--- config.mk ---
export PLATFORM = sky130hd
export DESIGN_NAME = irq_dispatch_seq
export DESIGN_NICKNAME = d
export VERILOG_FILES = /design/src/rtl/irq_dispatch_seq.sv
export SDC_FILE = /design/constraint.sdc
export NUM_CORES = 1
export LEC_CHECK = 0
export CAP_MARGIN = 40
export CELL_PAD_IN_SITES_DETAIL_PLACEMENT = 0
export CELL_PAD_IN_SITES_GLOBAL_PLACEMENT = 1
export CORE_UTILIZATION = 25
export CTS_CLUSTER_DIAMETER = 40
export DETAILED_ROUTE_END_ITERATION = 8
export PLACE_DENSITY_LB_ADDON = 0.12
export SLEW_MARGIN = 10
export SYNTH_ARGS = -nofsm -noshare
export SYNTH_HDL_FRONTEND = slang
export SYNTH_SLANG_ARGS = --single-unit
--- constraint.sdc ---
create_clock -name clk -period 2.2 [get_ports clk]
set_input_delay 0.33 -clock clk [delete_from_list [all_inputs] [get_ports clk]]
set_output_delay 0.33 -clock clk [all_outputs]
set_load 0.02 [all_outputs]
--- src/rtl/irq_dispatch_seq.sv ---
`default_nettype none
// +----------------------------------------------------------------------+
// | irq_dispatch_seq : SM83 interrupt dispatch (push PC, jump to vector)  |
// | Revision: 1.0                                                        |
// +----------------------------------------------------------------------+

package irq_dispatch_pkg;
    typedef enum logic [2:0] {
        REG_BC = 3'd0,
        REG_DE = 3'd1,
        REG_HL = 3'd2,
        REG_SP = 3'd3,
        REG_AF = 3'd4,
        REG_PC = 3'd5
    } register_nn_t;
endpackage

module irq_dispatch_seq
    import irq_dispatch_pkg::*;
#(
    parameter int          NUM_IRQ  = 5,
    parameter logic [15:0] VEC_BASE = 16'h0040,
    parameter int unsigned VEC_STEP = 8
) (
    input  logic               clk,
    input  logic               rst,
    input  logic               ime,
    input  logic               instr_boundary,
    input  logic [NUM_IRQ-1:0] ie_reg,
    input  logic [NUM_IRQ-1:0] if_reg,
    output logic               busy,
    output logic               ime_clear,
    output logic [NUM_IRQ-1:0] if_clear,
    output logic               done,
    output logic               rf_read_rr,
    output register_nn_t       rf_read_reg_rr,
    input  logic [15:0]        rf_data_rr,
    output logic               rf_write_rr,
    output register_nn_t       rf_write_reg_rr,
    output logic [15:0]        rf_data_in_rr,
    output logic               mem_wr_req,
    output logic [15:0]        mem_addr,
    output logic [7:0]         mem_wdata,
    input  logic               mem_ack
);

    localparam int IDX_W = (NUM_IRQ > 1) ? $clog2(NUM_IRQ) : 1;

    localparam logic [2:0] S_IDLE     = 3'd0;
    localparam logic [2:0] S_LATCH_PC = 3'd1;
    localparam logic [2:0] S_DEC_SP   = 3'd2;
    localparam logic [2:0] S_PUSH_HI  = 3'd3;
    localparam logic [2:0] S_PUSH_LO  = 3'd4;
    localparam logic [2:0] S_VECTOR   = 3'd5;

    logic [2:0]         state;
    logic [2:0]         state_next;
    logic [15:0]        pc_q;
    logic [15:0]        sp_q;
    logic [IDX_W-1:0]   idx_q;
    logic               cancel_q;
    logic [NUM_IRQ-1:0] pend;
    logic               pend_any;
    logic [IDX_W-1:0]   idx;
    logic [15:0]        vec_addr;

    // Priority encode: scanning downwards lets bit 0 win.
    always_comb begin
        pend     = ie_reg & if_reg;
        pend_any = |pend;
        idx      = '0;
        for (int i = NUM_IRQ - 1; i >= 0; i--) begin
            if (pend[i]) begin
                idx = IDX_W'(i);
            end
        end
    end

    assign vec_addr = VEC_BASE + 16'(VEC_STEP) * 16'(idx_q);

    always_ff @(posedge clk) begin
        if (rst) begin
            state <= S_IDLE;
        end else begin
            state <= state_next;
        end
    end

    always_comb begin
        state_next = state;
        case (state)
            S_IDLE:     if (ime && instr_boundary && pend_any) state_next = S_LATCH_PC;
            S_LATCH_PC: state_next = S_DEC_SP;
            S_DEC_SP:   state_next = S_PUSH_HI;
            S_PUSH_HI:  if (mem_ack) state_next = S_PUSH_LO;
            S_PUSH_LO:  if (mem_ack) state_next = S_VECTOR;
            S_VECTOR:   state_next = S_IDLE;
            default:    state_next = S_IDLE;
        endcase
    end

    always_ff @(posedge clk) begin
        if (rst) begin
            pc_q     <= '0;
            sp_q     <= '0;
            idx_q    <= '0;
            cancel_q <= 1'b0;
        end else begin
            case (state)
                S_IDLE: begin
                    if (ime && instr_boundary && pend_any) idx_q <= idx;
                end
                S_LATCH_PC: pc_q <= rf_data_rr;
                S_DEC_SP:   sp_q <= rf_data_rr - 16'd1;
                S_PUSH_HI: begin
                    // Re-sample pending set: a late IE clear cancels, a newer higher source wins.
                    if (mem_ack) begin
                        sp_q <= sp_q - 16'd1;
                        if (!pend_any) cancel_q <= 1'b1;
                        else           idx_q    <= idx;
                    end
                end
                S_VECTOR:   cancel_q <= 1'b0;
                default: ;
            endcase
        end
    end

    always_comb begin
        busy            = (state != S_IDLE);
        ime_clear       = 1'b0;
        if_clear        = '0;
        done            = 1'b0;
        rf_read_rr      = 1'b0;
        rf_read_reg_rr  = REG_SP;
        rf_write_rr     = 1'b0;
        rf_write_reg_rr = REG_SP;
        rf_data_in_rr   = '0;
        mem_wr_req      = 1'b0;
        mem_addr        = '0;
        mem_wdata       = '0;
        case (state)
            S_LATCH_PC: begin
                ime_clear      = 1'b1;
                rf_read_rr     = 1'b1;
                rf_read_reg_rr = REG_PC;
            end
            S_DEC_SP: begin
                rf_read_rr    = 1'b1;
                rf_write_rr   = 1'b1;
                rf_data_in_rr = rf_data_rr - 16'd1;
            end
            S_PUSH_HI: begin
                mem_wr_req    = 1'b1;
                mem_addr      = sp_q;
                mem_wdata     = pc_q[15:8];
                rf_write_rr   = mem_ack;
                rf_data_in_rr = mem_ack ? (sp_q - 16'd1) : 16'd0;
            end
            S_PUSH_LO: begin
                mem_wr_req = 1'b1;
                mem_addr   = sp_q;
                mem_wdata  = pc_q[7:0];
            end
            S_VECTOR: begin
                done            = 1'b1;
                rf_write_rr     = 1'b1;
                rf_write_reg_rr = REG_PC;
                rf_data_in_rr   = cancel_q ? 16'd0 : vec_addr;
                for (int i = 0; i < NUM_IRQ; i++) begin
                    if_clear[i] = !cancel_q && (idx_q == IDX_W'(i));
                end
            end
            default: ;
        endcase
    end

endmodule
`default_nettype wire

======== After elaboration in Yosys (flattened, before gate mapping) ========
Cells that the tools add are included.
storage, ports and cells
  output and inout port bits .............. 57
  bits of input ports ..................... 31
  register bits after elaboration ......... 39
  logic and storage cells ................. 76
cells by class
  multiplexer cells ....................... 31
  reduce and logical (&&, ||, !) cells .... 22
  equal/unequal tests ..................... 14
  $add $sub $neg .......................... 3
  bitwise gates (word level) .............. 1
operator list
  kind                   number
  $mux 16                3
  $pmux 16 s3            1
  $mux 3                 13
  $pmux 16 s2            1
  $sub 16x1->16 const B  2
  $pmux 8 s2             1
  $pmux 3 s5             1
  $eq 3x2->1 const B     4
  $ne 2x2->1 const B     5
  $eq 3x3->1 const B     3
  $add 7x6->8 const A    1
  $mux 8                 1
  $logic_and 1x1->1      7
  $eq 3x1->1 const B     2
  $logic_not 3->1        2
  $mux 1                 6
  $pmux 3 s2             1
  $reduce_and 3->1       2
  $reduce_bool 2->1      3
  $reduce_or 2->1        3
  $and 5x5->5            1
  $mux 5                 1
  $reduce_or 5->1        1
  $pmux 1 s2             2
  other kinds (4)        4

======== Logic depth before layout (Yosys ltp) ========
Gate-level depths: netlist of the first run.
  depth after elaboration ................. 9
  gate-level depth with buffers ........... 8
  depth with buffers taken out ............ 7

======== Worst setup path after synthesis of the first run ========
No wires, ideal clock.
  path type ............................... flip-flop to output port
  from .................................... reg state[0]
  to ...................................... out if_clear[2]
  arrival ................................. 2.237 ns
  cell stages (with the launch flop) ...... 7
  setup slack ............................. -0.367 ns
  buffers on the path ..................... 1
  cell sequence ........................... dfxtp_1 -> clkbuf_1 -> nand2_1 -> nor2_1 -> inv_1 -> or3_1 -> nor3b_1
between the ends
  longest elaborated chain between the ends .. 2
RTL lines
  item                    line  source
  from (decl)             56    logic [2:0] state;
  from (signal assigned)  85    state <= state_next;
  $eq 3x3->1              142   case (state)
  $mux 5                  142
  to (decl)               33    output logic [NUM_IRQ-1:0] if_clear,
Every way passes these cells.

======== Worst setup path after layout of the first run ========
  from .................................... reg sp_q[0]
  to ...................................... out rf_data_in_rr[9]
between the ends
  longest elaborated chain between the ends .. 3
RTL lines
  item                    line  source
  from (decl)             59    logic [15:0] sp_q;
  from (signal assigned)  114   S_DEC_SP: sp_q <= rf_data_rr - 16'd1;
  from (signal assigned)  118   sp_q <= sp_q - 16'd1;
  $sub 16x1->16           158   rf_data_in_rr = mem_ack ? (sp_q - 16'd1) : 16'd0;
  $mux 16                 158
  $pmux 16 s3             142
  to (decl)               40    output logic [15:0] rf_data_in_rr,
Every way passes these cells.

==> results of run 1 <==
[power by group through the flow]
stage	Combinational (mW)	Clock, mW	Sequential [mW]
after floorplan	0.475	0	0.791
after CTS	0.960	0.584	0.783
after global placement	0.883	0	0.797
after detailed placement	0.885	0	0.797
final	1.04	0.564	0.783
after global routing	1.13	0.605	0.789
[logic make-up after synthesis]
family / Yosys count
XOR/XNOR: 24
multiplexers: 3
flip-flops: 39
AND/OR/NAND/NOR: 169
AO/OA/AOI/OAI: 98
adder cells (fa/ha/maj): 2
buffers and inverters: 39
other: 1
[final cells by class]
cell class	instances	area (sq um)	area share
multi-input cells	298	1946	0.4160
clock buffers	8	100.1	0.02140
inverters	9	33.78	0.007223
well taps	136	170.2	0.03638
flip-flops and latches	39	794.5	0.1699
repair buffers	193	1633	0.3491
[per-layer routing]
| layer | GRT usage | wire (um) | vias to the layer above |
|---|---|---|---|
| met3 | 0.02575 | 517 | 6 |
| met5 | 0 | 0 | - |
| met2 | 0.3112 | 4861 | 84 |
| li1 | - | - | 1655 |
| met1 | 0.2598 | 4912 | 1508 |
| met4 | 0.04067 | 82 | 0 |
[cells in the final DEF, fill, tap and decap left out, types with 7 or more instances in the layout]
cell type        netlist  final
nor2b_1               15     15
clkbuf_8               0      7
o21ai_0               24     14
xnor2_1               12     12
buf_6                  3     15
dfxtp_1               39     34
a31oi_1                8      8
buf_4                  5    103
clkbuf_2               0     10
clkdlybuf4s50_1        0     31
a22o_1                10     10
a21oi_1               35     32
dlygate4sd2_1          0     20
nor3_1                15     12
nand2_1               66     64
nor2_1                24     17
xor2_1                12     10
[sequential cells by signal, summed over array words and instances (netlist names)]
register and flops:
idx_q 3, sp_q 16, cancel_q 1, pc_q 16, state 3
[worst register-to-register path, delay by kind of cell, from the launching register on]
| kind | cells | cell delay, ns |
|---|---|---|
| simple gates | 3 | 0.81 |
| mux | 1 | 0.29 |
| flops | 1 | 0.37 |
| buf+inv | 4 | 0.53 |
| compound gates | 1 | 0.10 |
[how the worst min path moves through the flow]
stage | start | to | slack, ns | cells past startpoint
CTS | pc_q[7] | pc_q[7] | 0.46 | 2
floorplan | pc_q[0] | pc_q[0] | 0.44 | 2
global route | pc_q[10] | pc_q[10] | 0.47 | 2
detailed placement | pc_q[7] | pc_q[7] | 0.45 | 2
finish | pc_q[7] | pc_q[7] | 0.46 | 2
global placement | pc_q[0] | pc_q[0] | 0.44 | 2
[through the flow]
| step | std cells | total power [mW] |
|---|---|---|
| CTS | 678 | 2.328 |
| floorplan | 376 | 1.267 |
| detailed placement | 661 | 1.682 |
| global route | 683 | 2.525 |
| global placement | 660 | 1.679 |
| finish | 683 | 2.390 |
[what timing repair did]
| action | 4_1_cts | 5_1_grt |
|---|---|---|
| gates cloned | 0 | 1 |
| setup endpoints to repair | 53 | 45 |
| setup buffers | 9 | 4 |
| hold buffers | 0 | 0 |
| pin swaps | 10 | 13 |
| gates resized for setup | 156 | 58 |
==> flow_summary.json, run 1 <==
{
  "insertion_delay_ns": 0.30,
  "cap_violations": 0,
  "synth.avg_cell_area_sq_um": 7.247,
  "setup_violations": 13,
  "violations": "setup timing",
  "vias": 3253,
  "synth_cell_type_count": 55,
  "p_leak_nw": 2.014,
  "vias_per_cell": 4.763,
  "clockRootBuffer": "clkbuf_8",
  "first_pass_iters": 4,
  "dp_hpwl_mm": 7.810,
  "placed_area_sq_mm": 0.004367,
  "numCtsBuffers": 5,
  "grt_max_degree": 40,
  "clock_path_buffers": 2,
  "yosysTopAreaCell": "dfxtp_1",
  "drtAntennaViolNets": 0,
  "cp-end-kind": "output port",
  "yosysMostFrequentCell": "nand2_1",
  "postSynth.asyncResetShare": 0,
  "synth.top_cells.by_count": "66 x nand2_1, 39 x dfxtp_1, 35 x a21oi_1",
  "synth_xor_area_frac": 0.07735,
  "die_w_um": 106.3,
  "internal_power_mw": 1.576,
  "synth_area_leaders": "dfxtp_1 29%, nand2_1 9.1%, a21oi_1 6.4%",
  "finish.net_count": 579,
  "fin_crit_ns": 2.511,
  "critPathTopFamily": "simple AND/OR/NAND/NOR gates",
  "r2r-start": "sp_q[0]",
  "die_area_sq_mm": 0.01129,
  "reg2regPathDepth": 9,
  "fin_crit_sh": 1.141,
  "path_cells": "buf_6 -> or4_4 -> buf_4 -> nor4_4 -> buf_4 -> xnor2_1 -> o22ai_2 -> buf_6",
  "crit_end": "rf_data_in_rr[9]",
  "rsz0062_at_grt": "yes",
  "startpoint": "sp_q[0]",
  "clkPwrFrac": 0.236,
  "wl_per_cell_um": 15.19,
  "irDropWorstVdd_mv": 0.2378,
  "gp_congestion": 0.7939,
  "final.setup.tns_ns": -2.792,
  "synth_edf_count": 0,
  "antenna_cells": 0,
  "die_h_um": 106.3,
  "drive_gt1_frac": 0.3656,
  "pre_cts_ws_ns": -0.7117,
  "synth_top_area_frac": 0.2873,
  "grt_pass1_wl_mm": 16.65,
  "area_growth_syn_to_layout_pct": 72.10,
  "arrival_ns": 2.18,
  "whs_ns": 0.4573,
  "p_sw_mw": 0.8138,
  "worst_slack_ns": -0.3107,
  "slew_violations": 0,
  "synth-compound-area-share": 0.2219,
  "clk_pin_slew_worst_paths_ns": 0.08,
  "r2r-end": "sp_q[15]",
  "drc": 0,
  "pwr-share-comb": 0.436,
  "yosys_warnings": 0,
  "grt_pass1_vias": 3164,
  "powerDensity_mw_per_mm2": 511.0,
  "critPathRequiredTime_ns": 1.87,
  "wl_mm": 10.37,
  "r2r_slack_ns": 0.06,
  "cp_slowest_cell": "or4_4",
  "core_area_sq_mm": 0.01042,
  "crit_type": "reg -> out",
  "synth_top_family_by_area": "simple AND/OR/NAND/NOR gates",
  "cts_sinks": 39,
  "rows": 37,
  "synth_cells": 375,
  "htree_levels": 2,
  "fin_util": 0.4490,
  "finalHoldViolCount": 0,
  "seq_area_frac_synth": 0.2873,
  "holdCritPathClass": "reg -> reg",
  "fin_skew_ns": 0.01030,
  "swShare": 0.3405,
  "n_fill_cell": 1075,
  "fin_area_sq_mm": 0.004677,
  "status": "complete, but fails checks",
  "critPathMaxFanout": 4,
  "synth_area_sq_mm": 0.002718,
  "io_pins": 88,
  "io_buffers": 85,
  "path_buf_inv": 4,
  "antenna_found_initial": 0,
  "synth_seq_cells": 39,
  "ys.flop_type": "dfxtp_1",
  "worstSetupPathDepth": 8,
  "max_freq_mhz": 398.3,
  "synth_simple_gate_area_frac": 0.3200,
  "p_seq_frac": 0.328,
  "max_stage_delay_ns": 0.57,
  "start_kind": "flop",
  "cts_tree": "yes",
  "dr.first_iter.drc_count": 98,
  "start_util": 0.2609,
  "synthAdderAreaFrac": 0.009208,
  "muxShareOfSynthArea": 0.01335,
  "track_usage": 0.1886,
  "overflow": 0
}
Power figures use the tool's default switching activity.
==> inputs of run 2 (changes only) <==
--- a/config.mk
+++ b/config.mk
@@ -5,11 +5,13 @@
 export SDC_FILE = /design/constraint.sdc
 export NUM_CORES = 1
 export LEC_CHECK = 0
+export ABC_AREA = 1
 export CAP_MARGIN = 40
 export CELL_PAD_IN_SITES_DETAIL_PLACEMENT = 0
 export CELL_PAD_IN_SITES_GLOBAL_PLACEMENT = 1
 export CORE_UTILIZATION = 25
 export CTS_CLUSTER_DIAMETER = 40
+export CTS_CLUSTER_SIZE = 12
 export DETAILED_ROUTE_END_ITERATION = 8
 export PLACE_DENSITY_LB_ADDON = 0.12
 export SLEW_MARGIN = 10
==> run 2 against run 1 <==
  * Sequential power up 51%
  * Largest cell class unchanged
  * Largest power group unchanged
  * Clock skew fell by 0.0050 ns
  * The run now ends clean
  * Via count is 7.9% higher
  * Clock-buffer cell count fell by 3
  * First-iteration DRC count up 24%
  * Utilization shrank 3.2 points
  * Register-to-register slack better by 0.28 ns
  * Critical path depth up 1
==> flow_summary.json, run 2 <==
{
  "synth_seq_cells": 39,
  "synth_xor_area_frac": 0.03433,
  "whs_ns": 0.4534,
  "startpoint": "sp_q[1]",
  "crit_type": "reg -> out",
  "pwr-share-comb": 0.689,
  "r2r-end": "sp_q[4]",
  "r2r-start": "state[0]",
  "muxShareOfSynthArea": 0,
  "clock_path_buffers": 2,
  "finish.net_count": 679,
  "core_area_sq_mm": 0.01089,
  "r2r_slack_ns": 0.34,
  "synth_cells": 488,
  "gp_congestion": 0.7970,
  "cts_sinks": 39,
  "synthAdderAreaFrac": 0.008917,
  "slew_violations": 0,
  "wl_mm": 10.18,
  "internal_power_mw": 2.770,
  "rows": 38,
  "first_pass_iters": 5,
  "mostFrequentLayoutCells": "132 x nand2_1, 87 x buf_4, 62 x inv_1, 54 x nor2_1, 40 x nand3_1",
  "die_h_um": 108.0,
  "cp-end-kind": "output port",
  "vias": 3510,
  "dp_hpwl_mm": 7.946,
  "reg2regPathDepth": 11,
  "start_kind": "flop",
  "fin_crit_sh": 0.9703,
  "overflow": 0,
  "yosysMostFrequentCell": "nand2_1",
  "yosysTopAreaCell": "dfxtp_1",
  "crit_end": "rf_data_in_rr[12]",
  "die_w_um": 108.0,
  "p_total_mw": 5.431,
  "irDropWorstVdd_mv": 0.4893,
  "vias_per_cell": 4.454,
  "clockRootBuffer": "clkbuf_8",
  "insertion_delay_ns": 0.31,
  "status": "finished clean",
  "synth_area_leaders": "dfxtp_1 28%, nand2_1 18%, nor2_1 9.2%",
  "drtAntennaViolNets": 0,
  "drc": 0,
  "grt_max_degree": 25,
  "finalHoldViolCount": 0,
  "drive_gt1_frac": 0.2597,
  "dr.first_iter.drc_count": 122,
  "synth_cell_type_count": 29,
  "arrival_ns": 1.80,
  "synth.avg_cell_area_sq_um": 5.751,
  "swShare": 0.4900,
  "p_seq_frac": 0.218,
  "start_util": 0.2578,
  "clk_pin_slew_worst_paths_ns": 0.08,
  "die_area_sq_mm": 0.01165,
  "final.setup.tns_ns": 0,
  "fin_crit_ns": 2.135,
  "n_fill_cell": 1239,
  "io_buffers": 85,
  "grt_pass1_vias": 3489,
  "setup_violations": 0,
  "synth_top_family_by_area": "simple AND/OR/NAND/NOR gates",
  "wl_per_cell_um": 12.91,
  "synth_edf_count": 0,
  "max_freq_mhz": 468.4,
  "path_cells": "inv_1 -> ha_1 -> nand2_1 -> buf_4 -> inv_1 -> nand3_1 -> nand3_1 -> a21oi_1 -> buf_2",
  "cap_violations": 0,
  "min_from": "pc_q[2]",
  "holdCritPathClass": "reg -> reg",
  "rsz0062_at_grt": "yes",
  "final_common_cell": "nand2_1",
  "critPathRequiredTime_ns": 1.87,
  "cts_tree": "yes",
  "synth_top_area_frac": 0.2782,
  "grt_pass1_wl_mm": 16.79,
  "powerDensity_mw_per_mm2": 1196,
  "postSynth.asyncResetShare": 0,
  "antenna_found_initial": 1,
  "synth_area_sq_mm": 0.002806,
  "largestRegisters": "pc_q (16), sp_q (16)",
  "clkPwrFrac": 0.094,
  "area_growth_syn_to_layout_pct": 61.84,
  "synth_simple_gate_area_frac": 0.3990,
  "synth.top_cells.by_count": "137 x nand2_1, 69 x nor2_1, 64 x inv_1",
  "cp_slowest_cell": "dfxtp_1",
  "synth-compound-area-share": 0.1467,
  "ys.flop_type": "dfxtp_1",
  "yosys_warnings": 0,
  "seq_area_frac_synth": 0.2782,
  "numCtsBuffers": 5,
  "worst_slack_ns": 0.06523,
  "p_leak_nw": 2.302,
  "max_stage_delay_ns": 0.36,
  "pre_cts_ws_ns": -0.5905,
  "fin_skew_ns": 0.005301,
  "critPathMaxFanout": 3,
  "track_usage": 0.1854,
  "htree_levels": 2,
  "io_pins": 88,
  "p_sw_mw": 2.661
}
## run 2: changes by cell type in the layout (fill, tap and decap cells not counted), sizes merged, moves of 15 or more
cell   delta
nand2    +71
inv      +65
nor2     +49
nand3    +39
buf      -28
nor2b    -15
## run 2: repair_timing
action,4_1_cts,5_1_grt
hold buffers,0,0
pin swaps,4,4
endpoints found under the setup margin,48,27
buffers inserted,1,3
resized for setup,131,49
## run 2: layout make-up
class / instances / area [sq um] / share of cell area
inverter: 74 / 280.3 / 0.06171
multi-input combinational: 358 / 1815 / 0.3997
clock inverter: 3 / 20.02 / 0.004408
clock buffer: 5 / 68.82 / 0.01515
timing repair buffer: 168 / 1396 / 0.3074
tap: 140 / 175.2 / 0.03857
antenna: 1 / 2.502 / 0.0005510
sequential: 39 / 783.3 / 0.1725
## run 2: through the flow
step | instances | util | instance area (sq um)
final | 788 | 0.4171 | 4542
after global placement | 775 | 0.3996 | 4350
after detailed placement | 775 | 0.3996 | 4350
after floorplan | 489 | - | 2810
after CTS | 784 | 0.4055 | 4415
after global routing | 788 | 0.4171 | 4542
## run 2: cells by family after synthesis
| kind of cell | Yosys count |
|---|---|
| xor gates and xnor gates | 11 |
| DFF | 39 |
| and+or+nand+nor | 265 |
| other | 1 |
| AOI/OAI and AO/OA | 78 |
| buffers and inverters | 92 |
| adders and majority gates | 2 |
## run 2: routing by layer
| layer | vias to the layer above | routed length [um] | GRT usage | part of all wire |
|---|---|---|---|---|
| met3 | 7 | 399 | 0.02954 | 0.039 |
| met5 | - | 0 | 0 | 0 |
| li1 | 1844 | - | - | - |
| met4 | 0 | 97 | 0.04599 | 0.0095 |
| met2 | 72 | 4695 | 0.3139 | 0.46 |
| met1 | 1587 | 4984 | 0.2440 | 0.49 |
## run 2: how the worst min path moves through the flow
stage	endpoint	slack, ns	cells after the start
floorplan	pc_q[14]	0.43	2
global placement	pc_q[10]	0.44	2
detailed placement	pc_q[14]	0.44	2
CTS	pc_q[14]	0.46	2
global route	pc_q[14]	0.48	2
finish	pc_q[2]	0.45	2
## run 2: power groups by stage
stage	logic, mW	clock network (mW)	registers [mW]
finish	3.74	0.508	1.18
global route	4.20	0.553	1.22
CTS	3.61	0.537	1.17
detailed placement	3.68	0	1.19
global placement	3.66	0	1.18
floorplan	2.16	0	1.15
## run 2: worst max-delay path: cells and delay by family, from the launching register on
family                   cells  cell delay, ns
AND/OR/NAND/NOR              3            0.33
AO/OA/AOI/OAI                1            0.15
buffers and inverters        4            0.46
adder cells (fa/ha/maj)      1            0.19
flip-flops                   1            0.36
==> inputs of run 3 (changes only) <==
--- a/config.mk
+++ b/config.mk
@@ -14,7 +14,7 @@
 export CTS_CLUSTER_SIZE = 12
 export DETAILED_ROUTE_END_ITERATION = 8
 export PLACE_DENSITY_LB_ADDON = 0.12
-export SLEW_MARGIN = 10
+export SKIP_CTS_REPAIR_TIMING = 1
 export SYNTH_ARGS = -nofsm -noshare
 export SYNTH_HDL_FRONTEND = slang
 export SYNTH_SLANG_ARGS = --single-unit
==> constraint.sdc (replaced) <==
create_clock -name clk -period 2.2 [get_ports clk]
set_input_delay 0.33 -clock clk [delete_from_list [all_inputs] [get_ports clk]]
set_output_delay 0.33 -clock clk [all_outputs]
set_load 0.1 [all_outputs]
==> run 3 against run 2 <==
  * The flow now finishes with violations (setup timing)
  * Flip-flop and latch count unchanged
  * Final cell count decreased by 4.4%
  * Maximum frequency fell by 3.6%
  * Critical endpoint is now if_clear[1]
  * Highest routed layer unchanged
==> flow_summary.json, run 3 (synthesis gave the netlist of run 2 again) <==
{
  "clk_pin_slew_worst_paths_ns": 0.09,
  "rows": 38,
  "mostFrequentLayoutCells": "128 x nand2_1, 60 x inv_1, 54 x buf_12, 49 x buf_4, 36 x nand3_1",
  "antenna_cells": 0,
  "largestRegisters": "pc_q (16), sp_q (16)",
  "worst_slew_pin_slew_ns": 0.6817,
  "grt_pass1_wl_mm": 16.58,
  "worst_slack_ns": -0.01510,
  "max-slew-margin-rel": 0.5450,
  "path_buf_inv": 4,
  "max_stage_delay_ns": 0.37,
  "core_area_sq_mm": 0.01089,
  "holdCritPathClass": "in -> reg",
  "clockRootBuffer": "clkbuf_8",
  "grt_use_met1": 0.2365,
  "dr.first_iter.drc_count": 75,
  "vias_per_cell": 4.503,
  "drive_gt1_frac": 0.3654,
  "fin_skew_ns": 0.01372,
  "first_pass_iters": 5,
  "numCtsBuffers": 5,
  "final_common_cell": "nand2_1",
  "cp_slowest_cell": "dfxtp_4",
  "grt_pass1_vias": 3363,
  "io_buffers": 85,
  "busiest_layer": "met2",
  "grt_use_met3": 0.03797,
  "grt_max_degree": 22,
  "finish.net_count": 645,
  "crit_type": "reg -> out",
  "htree_levels": 2,
  "cts_sinks": 39,
  "powerDensity_mw_per_mm2": 1396,
  "fin_crit_sh": 1.007,
  "start_kind": "flop",
  "die_h_um": 108.0,
  "cp_common_cell": "nor3_4",
  "insertion_delay_ns": 0.30,
  "pre_cts_ws_ns": -0.1848,
  "cp-end-kind": "output port",
  "final.setup.tns_ns": -0.01838,
  "path_cells": "inv_4 -> nor3_4 -> clkinv_4 -> nor2_4 -> inv_2 -> or2_4 -> nor3_4 -> buf_12",
  "clock_path_buffers": 2,
  "n_fill_cell": 1113,
  "drc": 0,
  "die_w_um": 108.0,
  "setup_violations": 2,
  "rsz0062_at_grt": "yes",
  "overflow": 0,
  "violations": "setup timing",
  "critPathMaxFanout": 4,
  "wl_per_cell_um": 13.22,
  "wl_mm": 9.957,
  "vias": 3391,
  "track_usage": 0.1820,
  "fin_crit_ns": 2.215,
  "finalHoldViolCount": 0,
  "critPathRequiredTime_ns": 1.87,
  "arrival_ns": 1.89,
  "antenna_found_initial": 0,
  "gp_congestion": 0.8025,
  "drtAntennaViolNets": 0,
  "io_pins": 88,
  "slew_violations": 0,
  "cap_violations": 0,
  "irDropWorstVdd_mv": 1.114,
  "dp_hpwl_mm": 7.897,
  "grtUsageMet2": 0.3053,
  "start_util": 0.2578,
  "status": "complete, but fails checks",
  "area_growth_syn_to_layout_pct": 89.57,
  "p_leak_nw": 2.357,
  "max_freq_mhz": 451.4,
  "die_area_sq_mm": 0.01165,
  "p_total_mw": 7.426,
  "cts_tree": "yes",
  "critPathTopFamily": "simple AND/OR/NAND/NOR gates"
}
run 3: cell types whose count changed in the layout (fill, tap and decap cells not counted), sizes merged:
cell / before / now
dlygate4sd2: 28 / 0
clkdlybuf4s15: 8 / 0
dlymetal6s2s: 4 / 12
buf: 97 / 104
clkdlybuf4s50: 25 / 18
clkbuf: 11 / 5
clkinv: 1 / 3
inv: 74 / 72
diode: 1 / 0
run 3: path summary, 6_finish.rpt:
check	start	end	slack, ns	cells after the start
max	state[0]	if_clear[1]	-0.02	8
min reg2reg	pc_q[2]	pc_q[2]	0.47	2
min	rf_data_rr[0]	pc_q[0]	0.37	3
max reg2reg	state[0]	idx_q[2]	0.46	10
run 3: metrics by stage:
stage / area (sq um) / cells / utilization / hold WS (ns)
2_1_floorplan: 3193 / 489 / - / 0.4460
3_3_place_gp: 4949 / 734 / 0.4545 / 0.4588
3_5_place_dp: 4949 / 734 / 0.4545 / 0.4649
4_1_cts: 5037 / 742 / 0.4627 / 0.4774
5_1_grt: 5320 / 753 / 0.4886 / 0.3782
6_report: 5320 / 753 / 0.4886 / 0.3731
run 3: power by group:
group | switching, mW | internal, mW
combinational | 3.75 | 1.91
sequential | 0.276 | 0.995
clock | 0.280 | 0.221
total | 4.30 | 3.12
run 3: area by class of cell:
cell class                      instances  area, sq um  area share
Sequential cell                        39        795.8      0.1496
Clock buffer                            5        68.82     0.01294
Clock inverter                          3        20.02    0.003763
Tap cell                              140        175.2     0.03293
Multi-Input combinational cell        358         2176      0.4090
Inverter                               74        294.0     0.05527
Timing Repair Buffer                  134         1790      0.3365
run 3: worst register-to-register path, stage by stage (launching register included):
cell and delay (ns):
dfxtp_4 0.36, buf_4 0.14, nand3_2 0.20, clkinv_2 0.26, buf_4 0.23, nand3_1 0.10, nand2_1 0.07, inv_2 0.10
nand3_1 0.08, nand2_1 0.07, nor2_1 0.04
run 3: layer usage:
metal	routed length (um)	part of all wire
met1	4793	0.48
met2	4636	0.47
met3	453	0.045
met4	74	0.0074
met5	0	0
